**src/rtl/frame_stream_pkg.sv**
```systemverilog
// Shared types and constants for the frame streamer.
// The TRL state exists only when FRAME_STREAM_CHECKSUM_EN is defined.
package frame_stream_pkg;

    localparam int         HDR_LEN   = 4;
    localparam logic [7:0] HDR_SYNC0 = 8'hA5;
    localparam logic [7:0] HDR_SYNC1 = 8'h5A;

    typedef enum logic [2:0] {
        IDLE,
        HDR,
        FETCH,
        WAIT,
        SEND_HI,
        SEND_LO,
`ifdef FRAME_STREAM_CHECKSUM_EN
        TRL,
`endif
        FIN
    } state_t;

    // Header byte sel of the frame header: two sync bytes, then the pixel count MSB first.
    function automatic logic [7:0] hdr_byte(input logic [1:0] sel, input logic [15:0] npix);
        case (sel)
            2'd0:    return HDR_SYNC0;
            2'd1:    return HDR_SYNC1;
            2'd2:    return npix[15:8];
            default: return npix[7:0];
        endcase
    endfunction

endpackage

```
**src/rtl/frame_stream_ctrl_if.sv**
```systemverilog
// Control, frame-buffer read port and UART byte stream of the frame streamer.
interface frame_stream_ctrl_if #(
    parameter int ADDR_W = 15
);
    logic              start;
    logic              abort;
    logic              busy;
    logic              done;
    logic              frame_lock;
    logic [ADDR_W-1:0] bram_addrb;
    logic [15:0]       bram_doutb;
    logic [7:0]        tx_data;
    logic              tx_valid;
    logic              tx_ready;
    logic              cts_n;

    modport master (
        input  start, abort, bram_doutb, tx_ready, cts_n,
        output busy, done, frame_lock, bram_addrb, tx_data, tx_valid
    );

    modport slave (
        output start, abort, bram_doutb, tx_ready, cts_n,
        input  busy, done, frame_lock, bram_addrb, tx_data, tx_valid
    );
endinterface

```
**src/rtl/sync2.sv**
```systemverilog
// Two-flop synchronizer; resets to 1 so an unknown flow-control line reads as "hold off".
module sync2 (
    input  logic i_clk,
    input  logic i_rst_n,
    input  logic i_d,
    output logic o_q
);
    logic r_meta;
    logic r_sync;

    always_ff @(posedge i_clk) begin
        if (!i_rst_n) begin
            r_meta <= 1'b1;
            r_sync <= 1'b1;
        end else begin
            r_meta <= i_d;
            r_sync <= r_meta;
        end
    end

    assign o_q = r_sync;
endmodule

```
**src/rtl/frame_stream_ctrl.sv**
```systemverilog
// Streams one frame from the frame buffer to the UART: 4-byte header, then each pixel MSB first.
// Defining FRAME_STREAM_CHECKSUM_EN appends a mod-256 sum of the pixel bytes.
module frame_stream_ctrl
    import frame_stream_pkg::*;
#(
    parameter int FRAME_PIXELS = 19200,
    parameter int ADDR_W       = 15,
    parameter int PIXEL_W      = 16
) (
    input  logic                sysclk,
    input  logic                sysreset_n,
    frame_stream_ctrl_if.master bus
);

    localparam logic [ADDR_W-1:0] LAST_IDX = ADDR_W'(FRAME_PIXELS - 1);
    localparam logic [15:0]       NPIX     = 16'(FRAME_PIXELS);
    localparam logic [1:0]        HDR_LAST = 2'(HDR_LEN - 1);

    state_t             r_state;
    logic               r_busy;
    logic               r_done;
    logic               r_lock;
    logic               r_tx_valid;
    logic [7:0]         r_tx_data;
    logic [ADDR_W-1:0]  r_idx;
    logic [1:0]         r_hcnt;
    logic [PIXEL_W-1:0] r_pix;
`ifdef FRAME_STREAM_CHECKSUM_EN
    logic [7:0]         r_csum;
`endif

    logic       w_cts_n;
    logic       w_byte_st;
    logic [7:0] w_cur_byte;

    sync2 u_cts_sync (
        .i_clk   (sysclk),
        .i_rst_n (sysreset_n),
        .i_d     (bus.cts_n),
        .o_q     (w_cts_n)
    );

    always_comb begin
        w_byte_st  = 1'b0;
        w_cur_byte = 8'h00;
        case (r_state)
            HDR:     begin w_byte_st = 1'b1; w_cur_byte = hdr_byte(r_hcnt, NPIX); end
            SEND_HI: begin w_byte_st = 1'b1; w_cur_byte = r_pix[15:8];            end
            SEND_LO: begin w_byte_st = 1'b1; w_cur_byte = r_pix[7:0];             end
`ifdef FRAME_STREAM_CHECKSUM_EN
            TRL:     begin w_byte_st = 1'b1; w_cur_byte = r_csum;                 end
`endif
            default: begin w_byte_st = 1'b0; w_cur_byte = 8'h00;                  end
        endcase
    end

    always_ff @(posedge sysclk) begin
        if (!sysreset_n) begin
            r_state    <= IDLE;
            r_busy     <= 1'b0;
            r_done     <= 1'b0;
            r_lock     <= 1'b0;
            r_tx_valid <= 1'b0;
            r_tx_data  <= 8'h00;
            r_idx      <= '0;
            r_hcnt     <= '0;
`ifdef FRAME_STREAM_CHECKSUM_EN
            r_csum     <= 8'h00;
`endif
        end else begin
            r_done <= 1'b0;
            case (r_state)
                IDLE: if (bus.start) begin
                    r_state <= HDR;
                    r_busy  <= 1'b1;
                    r_lock  <= 1'b1;
                    r_idx   <= '0;
                    r_hcnt  <= '0;
`ifdef FRAME_STREAM_CHECKSUM_EN
                    r_csum  <= 8'h00;
`endif
                end
                FETCH: if (bus.abort) begin
                    r_state <= IDLE;
                    r_busy  <= 1'b0;
                    r_lock  <= 1'b0;
                end else begin
                    r_state <= WAIT;
                end
                WAIT: if (bus.abort) begin
                    r_state <= IDLE;
                    r_busy  <= 1'b0;
                    r_lock  <= 1'b0;
                end else begin
                    r_pix   <= bus.bram_doutb;
                    r_state <= SEND_HI;
                end
                FIN: begin
                    r_state <= IDLE;
                    r_busy  <= 1'b0;
                    r_lock  <= 1'b0;
                    r_done  <= 1'b1;
                end
                default: if (!w_byte_st) begin
                    r_state <= IDLE;
                end else if (!r_tx_valid) begin
                    if (bus.abort) begin
                        r_state <= IDLE;
                        r_busy  <= 1'b0;
                        r_lock  <= 1'b0;
                    end else if (!w_cts_n) begin
                        r_tx_valid <= 1'b1;
                        r_tx_data  <= w_cur_byte;
                    end
                end else if (bus.tx_ready) begin
                    // Handshake: retire the byte; the next byte of the same pixel/header is
                    // offered in this same cycle so a held-high tx_ready sees no gap.
                    r_tx_valid <= 1'b0;
`ifdef FRAME_STREAM_CHECKSUM_EN
                    if (r_state == SEND_HI || r_state == SEND_LO)
                        r_csum <= r_csum + r_tx_data;
`endif
                    if (bus.abort) begin
                        r_state <= IDLE;
                        r_busy  <= 1'b0;
                        r_lock  <= 1'b0;
                    end else begin
                        case (r_state)
                            HDR: if (r_hcnt == HDR_LAST) begin
                                r_state <= FETCH;
                            end else begin
                                r_hcnt <= r_hcnt + 2'd1;
                                if (!w_cts_n) begin
                                    r_tx_valid <= 1'b1;
                                    r_tx_data  <= hdr_byte(r_hcnt + 2'd1, NPIX);
                                end
                            end
                            SEND_HI: begin
                                r_state <= SEND_LO;
                                if (!w_cts_n) begin
                                    r_tx_valid <= 1'b1;
                                    r_tx_data  <= r_pix[7:0];
                                end
                            end
                            SEND_LO: if (r_idx == LAST_IDX) begin
`ifdef FRAME_STREAM_CHECKSUM_EN
                                r_state <= TRL;
`else
                                r_state <= FIN;
`endif
                            end else begin
                                r_idx   <= r_idx + ADDR_W'(1);
                                r_state <= FETCH;
                            end
`ifdef FRAME_STREAM_CHECKSUM_EN
                            TRL:     r_state <= FIN;
`endif
                            default: r_state <= IDLE;
                        endcase
                    end
                end
            endcase
        end
    end

    assign bus.busy       = r_busy;
    assign bus.done       = r_done;
    assign bus.frame_lock = r_lock;
    assign bus.bram_addrb = r_idx;
    assign bus.tx_data    = r_tx_data;
    assign bus.tx_valid   = r_tx_valid;

endmodule

```
**src/flat_wrapper.sv**
```systemverilog
// flat-port wrapper written by rule: the top's interface ports become plain ports
module frame_stream_ctrl_flat import frame_stream_pkg::*;
#(
    parameter int FRAME_PIXELS = 19200,
    parameter int ADDR_W       = 15,
    parameter int PIXEL_W      = 16
)
  (sysclk, sysreset_n, bus_start, bus_abort, bus_bram_doutb, bus_tx_ready, bus_cts_n, bus_busy, bus_done, bus_frame_lock, bus_bram_addrb, bus_tx_data, bus_tx_valid);
  frame_stream_ctrl_if #(.ADDR_W(ADDR_W)) bus_i ();
  input  logic sysclk;
  input  logic sysreset_n;
  input wire logic [$bits(bus_i.start)-1:0] bus_start;
  input wire logic [$bits(bus_i.abort)-1:0] bus_abort;
  input wire logic [$bits(bus_i.bram_doutb)-1:0] bus_bram_doutb;
  input wire logic [$bits(bus_i.tx_ready)-1:0] bus_tx_ready;
  input wire logic [$bits(bus_i.cts_n)-1:0] bus_cts_n;
  output wire logic [$bits(bus_i.busy)-1:0] bus_busy;
  output wire logic [$bits(bus_i.done)-1:0] bus_done;
  output wire logic [$bits(bus_i.frame_lock)-1:0] bus_frame_lock;
  output wire logic [$bits(bus_i.bram_addrb)-1:0] bus_bram_addrb;
  output wire logic [$bits(bus_i.tx_data)-1:0] bus_tx_data;
  output wire logic [$bits(bus_i.tx_valid)-1:0] bus_tx_valid;
  assign bus_i.start = bus_start;
  assign bus_i.abort = bus_abort;
  assign bus_i.bram_doutb = bus_bram_doutb;
  assign bus_i.tx_ready = bus_tx_ready;
  assign bus_i.cts_n = bus_cts_n;
  assign bus_busy = bus_i.busy;
  assign bus_done = bus_i.done;
  assign bus_frame_lock = bus_i.frame_lock;
  assign bus_bram_addrb = bus_i.bram_addrb;
  assign bus_tx_data = bus_i.tx_data;
  assign bus_tx_valid = bus_i.tx_valid;
  frame_stream_ctrl #(.FRAME_PIXELS(FRAME_PIXELS), .ADDR_W(ADDR_W), .PIXEL_W(PIXEL_W)) u_core (.sysclk(sysclk), .sysreset_n(sysreset_n), .bus(bus_i));
endmodule
```
**config.mk**
```make
export PLATFORM = sky130hd
export DESIGN_NAME = frame_stream_ctrl_flat
export DESIGN_NICKNAME = d
export VERILOG_FILES = /design/src/rtl/frame_stream_pkg.sv /design/src/rtl/frame_stream_ctrl_if.sv /design/src/rtl/sync2.sv /design/src/rtl/frame_stream_ctrl.sv /design/src/flat_wrapper.sv
export SDC_FILE = /design/constraint.sdc
export NUM_CORES = 1
export LEC_CHECK = 0
export BUFFER_PORTS_ARGS = -buffer_cell sky130_fd_sc_hd__buf_2
export CAP_MARGIN = 20
export CORE_MARGIN = 10
export CORE_UTILIZATION = 59
export DETAILED_ROUTE_END_ITERATION = 10
export PLACE_DENSITY = 0.95
export SYNTH_ARGS = -nofsm -noshare
export SYNTH_HDL_FRONTEND = slang
export SYNTH_HIERARCHICAL = 1
export SYNTH_SLANG_ARGS = --single-unit
```
**constraint.sdc**
```tcl
create_clock -name sysclk -period 6.5 [get_ports sysclk]
set_clock_uncertainty 0.2 [all_clocks]
set_input_delay 0 -clock sysclk [delete_from_list [all_inputs] [get_ports sysclk]]
set_output_delay 0 -clock sysclk [all_outputs]
set_load 0.01 [all_outputs]
```
* Word level (Yosys, flattened, before mapping) *
Cells that the tools add are included.

word-level totals
  flip-flop bits (word level) = 50
  input bits = 22
  output and inout port bits = 27
  logic and storage cells = 124

cells by class
  $add $sub $neg = 2
  eq/ne operators = 28
  muxes and demuxes = 60
  bitwise logic cells = 3
  reduce and logical (&&, ||, !) cells = 20

operator list
  cell                                           number
  two-way mux 15 bit                             7
  one-hot mux 8 bit (3 select lines)             3
  two-way mux 8 bit                              8
  one-hot mux 15 bit (2 select lines)            1
  two-way mux 3 bit                              9
  two-way mux 1 bit                              17
  two-way mux 2 bit                              8
  one-hot mux 8 bit (2 select lines)             1
  AND reduction 8 bit                            2
  adder 15 x 1 -> 15 bit, second input constant  1
  == test 15 bit, second input constant          1
  != test 2 bit, second input constant           6
  one-hot mux 3 bit (4 select lines)             1
  AND reduction 10 bit                           1
  nonzero test 2 bit                             5
  == test 3 bit, second input constant           3
  != test 3 bit, second input constant           3
  != test 9 bit, second input constant           1
  one-hot mux 3 bit (3 select lines)             1
  != test 7 x 6 -> 1 bit, second input constant  1
  != test 7 bit, second input constant           1
  == test 2 bit, second input constant           3
  == test 3 x 2 -> 1 bit, second input constant  2
  != test 2 x 1 -> 1 bit, second input constant  3
  other kinds (17)                               24

* Longest topological paths before layout *
  word-level depth = 9
  mapped depth = 7
  depth with buffers taken out = 7

* Cells and area by module *
The synthesis kept the hierarchy.

modules (own cells, without submodules)
  module             times used  cells each  area an instance (um^2)  sequential area each (um^2)
  frame_stream_ctrl  1           274         2,548.7                  1,101.1
  sync2              1           4           52.6                     40.0

* Least setup slack after synthesis *
OpenSTA, ideal clock, no wires.

  kind = register to register
  from = reg u_core.r_state[1]
  to = reg u_core.r_pix[0], enable pin
  setup time = 0.409 ns
  arrival = 1.907 ns
  required time = 5.891 ns
  slack = 3.984 ns
  cell stages (with the launch flop) = 4
  buffers on the path = 1
  clock period less this slack = 2.516 ns
  cells stage by stage = dfxtp_1 > clkbuf_1 > nand2_1 > nor3_1

on the way
  longest elaborated chain between the ends = 2

RTL lines
  what                           line                     source
  start, declared                frame_stream_ctrl.sv:19  state_t r_state;
  start signal, assigned         frame_stream_ctrl.sv:59  r_state <= IDLE;
  start signal, assigned         frame_stream_ctrl.sv:74  r_state <= HDR;
  start signal, assigned         frame_stream_ctrl.sv:84  r_state <= IDLE;
  == test 3 x 2 -> 1 bit         frame_stream_ctrl.sv:72  case (r_state)
  AND reduction 3 bit (no line)  n/a
  end signal, assigned           frame_stream_ctrl.sv:95  r_pix <= bus.bram_doutb;
  end, declared                  frame_stream_ctrl.sv:27  logic [PIXEL_W-1:0] r_pix;

No other way between the ends.
A chain may end at the register's enable or synchronous reset.

* Worst setup path in the final report *
  from = reg u_core.r_state[0]
  to = reg u_core.r_idx[3], in the netlist u_core/bus.bram_addrb[3]

on the way
  longest elaborated chain between the ends = 5
  elaborated cells on any way between the ends = 20
  classes of those cells = eq/ne (9); mux (2); bitwise (1); reduce/logical (8)

RTL lines
  what                                                  line                      source
  == test 3 x 1 -> 1 bit, or another cell as far along  frame_stream_ctrl.sv:46   case (r_state)
  OR reduction 3 bit (no line)                          n/a
  two-way mux 1 bit                                     frame_stream_ctrl.sv:46
  nonzero test 2 bit (no line)                          n/a
  AND reduction 8 bit (no line)                         n/a
  end signal, assigned                                  frame_stream_ctrl.sv:152  r_idx <= r_idx + ADDR_W'(1);
  end, declared                                         frame_stream_ctrl.sv:25   logic [ADDR_W-1:0] r_idx;

Several ways; a longest one is shown, not always the timed one.

==> results.txt <==
* Count of nets left with antenna violations after detail routing: 0
* Startpoint of the most critical setup path: u_core/r_state[0]$_SDFFE_PN0P_
- Startpoint of the most critical hold path: bus_bram_doutb[7]
* Number of sinks handled by clock tree synthesis: 49
- Summed over all nets, the switching power comes to 0.144 mW.
- Top-count cell post-synth: dfxtp_1
- Of all flip-flops after synthesis, the portion carrying an async set or reset was 0.
* Commonest cells post-synth: 33 x dfxtp_1, 30 x nand2_1, 19 x a21oi_1, 16 x edfxtp_1, 15 x o21ai_0
- Transition time at the pin with the least slew margin: 0.965 ns
* Routed length per instance: 18.6 µm
- Worst rel slew slack: 0.356
* Synth Register Bits: 49
- Final setup violation count: 0
* CP Capture Type: flip-flop
- Syn_area_per_cell: 9.36 µm²
* Die Area: 7460 µm²
* Number of port buffers: 48
- Critical path start-end classification: reg2reg
* Top-area cell type share of the netlist area: 0.254
* Final worst path period share: 0.411
- Sequential fraction of design power: 0.537
* Sequential fraction of the synthesis area: 0.439
* Post-CTS setup buffers: 0
* Critical path startpoint category: flip-flop
- Worst-case setup slack after placement: 3.81 ns
- Summed over all layers, the routed wires come to 7290 µm.
* Worst-Skew Late Latency: 0.30 ns
- CP cell instances: nand2_1, nor3_2, o2111ai_1, or3_1, a21oi_1
- # rows: 24
- The first detailed-routing pass took 5 iterations.
- Number of buffers created by CTS: 5
- Along the worst path, the maximum fanout reaches 26.
* Routed vias: 2424
- The die is 86.4 µm tall.
- The worst register-to-register path begins at u_core/r_state[0]$_SDFFE_PN0P_.
- Total I/O pin count: 49
* Clk pwr share: 0.356
* Net count after synthesis: 306
* Post-layout worst setup margin: 3.83 ns
* Area Growth Syn to Fin: 22.4%
* Worst hold slack across all endpoints: 0.210 ns
* Vias per std cell: 6.17
- For this run, design rule violations remaining after detail routing come to 0.
- Counting the fill cells in the layout gives 316.
* Endpoint of the most critical register-to-register path: u_core/bus.bram_addrb[3]$_SDFFE_PN0P_
- Type of the most critical hold path: in2reg
- Prevailing post-synth register cell: dfxtp_1
* Final cell utilization of the core: 0.736
- Sequential cell area: 1140 µm²
* PD cells: 191 nW/µm²
- The largest individual stage delay along the critical path comes from the cell dfxtp_1.
- The count of pins over their slew limit came to 0.
- Clock period minus final worst setup slack: 2.67 ns
- Last weighted congestion value of the routability-driven placer: 0.869
- # H-tree levels: 2
- Grt ovf: 0
- Library cell with the largest summed area after synthesis: dfxtp_1
- LEAKAGE: 1.22 nW
- For flop-to-flop paths, the worst setup slack is 3.83 ns.
* Number of global-route vias before repair: 2407
- Placed wire-length estimate after detailed placement: 4490 µm
- Design Area, Final: 3180 µm²
- The initial antenna violation count was 0.
- Cell internal power was estimated by the tool at 0.463 mW.
- Entering global routing, the biggest net connects 32 pins.
- After the first detailed-routing iteration, the DRC count stood at 397.
- In this run, synthesis inferred 16 flip-flops with an integrated enable.
- Count of distinct cell types in the synthesized netlist: 50
* Post-CTS clock slew at the launch and capture registers of the worst setup and hold paths: 0.09 ns
- Initial Util: 0.602
- The critical path contains buffers and inverters numbering 0 combined.
* Hold Path End: u_core/r_pix[7]$_DFFE_PP_
* Clock Path Buffers: 2
- TritonCTS built the clock tree.
* Summed negative setup slack over all endpoints: 0 ns
* Setup repair after global routing missed its margin: false
- Max-cap violations in this run came to 0.
- Broken down by cell family, the worst path's largest delay share belongs to flip-flops.
* Cell count after synthesis: 278
- For this run, the slowest stage of the critical path takes 0.96 ns.
- Of the total power, the share spent switching nets is 0.237.
- Placed inst area: 2840 µm²
* Wire length of the first global-routing pass: 11600 µm
- STA puts the critical path data required time at 6.53 ns.
- In the final design database the tool counted 368 nets.
- CP arrival: 2.70 ns
- Multi-input logic area: 1350 µm²
* Clock tree root driver cell: clkbuf_8
- From left edge to right edge, the die measures 86.4 µm.
- Cell Count, Final, Fillers Out: 393
- Antenna cells: 0
- Timing would allow up to 375 MHz.
- VDD sags by at most 0.144 mV.
- In the global route stage, overall resource usage came out at 0.191.
* Combinational power share: 0.108
- Counting instances, the worst hold path has a depth of 2.
- Of the cells placed in the final design, the portion with a size suffix greater than 1 is 0.208.
* Count of placed standard cells including taps: 361
- Core region area: 4320 µm²
- Post-synthesis instance area: 2600 µm²
* Synth warn: 6
* Total power of the final layout: 0.607 mW
- Synth top area cells: dfxtp_1 25%, edfxtp_1 18%, nand2_1 4.3%
- FF-to-FF path depth: 5
- Final-report hold violation count: 0
- Run status: finished clean
power by group through the flow:
stage | Sequential [mW] | Combinational (mW) | Clock [mW]
after global placement | 0.331 | 0.0486 | 0
after floorplan | 0.327 | 0.0398 | 0
after CTS | 0.325 | 0.0619 | 0.215
final | 0.326 | 0.0652 | 0.216
after detailed placement | 0.332 | 0.0511 | 0
after global routing | 0.326 | 0.0697 | 0.229
worst max-delay path by stage:
stage / endpoint / depth (start not counted)
after global routing: u_core/r_state[1]$_SDFFE_PN0P_ / 4
after detailed placement: u_core/r_pix[8]$_DFFE_PP_ / 2
after CTS: u_core/r_pix[7]$_DFFE_PP_ / 2
after global placement: u_core/r_pix[11]$_DFFE_PP_ / 2
after floorplan: u_core/r_pix[0]$_DFFE_PP_ / 3
final: u_core/bus.bram_addrb[3]$_SDFFE_PN0P_ / 5
logic make-up (layout without fill, tap and decap cells):
group | Yosys count | after routing | synth area share
flip-flops | 49 | 49 | 0.439
multiplexers | 18 | 18 | 0.0726
AO/OA/AOI/OAI | 75 | 75 | 0.188
XOR/XNOR | 4 | 4 | 0.0135
AND/OR/NAND/NOR | 100 | 100 | 0.215
adder cells (fa/ha/maj) | 6 | 6 | 0.0289
buffers and inverters | 26 | 89 | 0.0438
worst reg2reg max path, stage by stage, from the launching register on:
cell	delay [ns]
dfxtp_1	0.96
nand2_1	0.20
nor3_2	0.23
o2111ai_1	0.41
or3_1	0.46
a21oi_1	0.14
layout make-up:
| cell class | instances | area share |
|---|---|---|
| Clock inverter | 2 | 0.0106 |
| Multi-Input combinational cell | 203 | 0.425 |
| Inverter | 8 | 0.00943 |
| Tap cell | 52 | 0.0204 |
| Timing Repair Buffer | 73 | 0.154 |
| Clock buffer | 6 | 0.0228 |
| Sequential cell | 49 | 0.358 |
metal layers:
layer  vias to the layer above  global-route usage  part of all wire  wire length (µm)
met5                         -                   0                 0                 0
met4                         0              0.0781             0.038               276
met3                        30              0.0638             0.091               660
met2                       129               0.340              0.51              3690
met1                      1106               0.200              0.37              2660
li1                       1159                   -                 -                 -
state kept, by name (all words and copies together) (netlist names):
| register | count |
|---|---|
| u_core/r_pix | 16 |
| u_core/bus.bram_addrb | 15 |
| u_core/bus.tx_data | 8 |
| u_core/r_state | 3 |
| u_core/r_hcnt | 2 |
| u_core/bus.busy | 1 |
| u_core/bus.done | 1 |
| u_core/bus.tx_valid | 1 |
| u_core/u_cts_sync/o_q | 1 |
| u_core/u_cts_sync/r_meta | 1 |
cell usage in the layout, fill, tap and decap left out, types with 2 or more instances in the layout:
master	synthesis	layout
a21oi_1	19	19
ha_1	6	6
a21boi_1	2	2
and3b_1	2	2
clkbuf_8	0	5
a2111o_1	3	3
or3b_2	2	2
o21ai_0	15	15
buf_2	7	48
o22ai_1	10	10
xnor2_1	4	4
a21boi_0	5	5
mux2_2	7	7
and3_1	5	5
dlygate4sd3_1	0	23
nand2b_1	5	5
nor2_1	11	11
nor3_2	2	3
edfxtp_1	16	16
a211oi_1	5	5
or3_1	8	8
mux2i_1	11	11
o21a_1	2	2
nor3b_1	2	2
nand2_1	30	30
o2111ai_1	3	3
dfxtp_1	33	33
or4_1	3	3
and4_1	2	2
o31ai_1	3	3
inv_1	8	8
nor2b_1	2	2
and2_1	3	3
nand4_1	2	2
nand3_1	13	13
repair_timing:
item                      CTS  global route
hold endpoints to repair   32             0
hold buffers               23             0
resized for setup           0             0
Note: power is estimated with default switching activity, not from simulation.
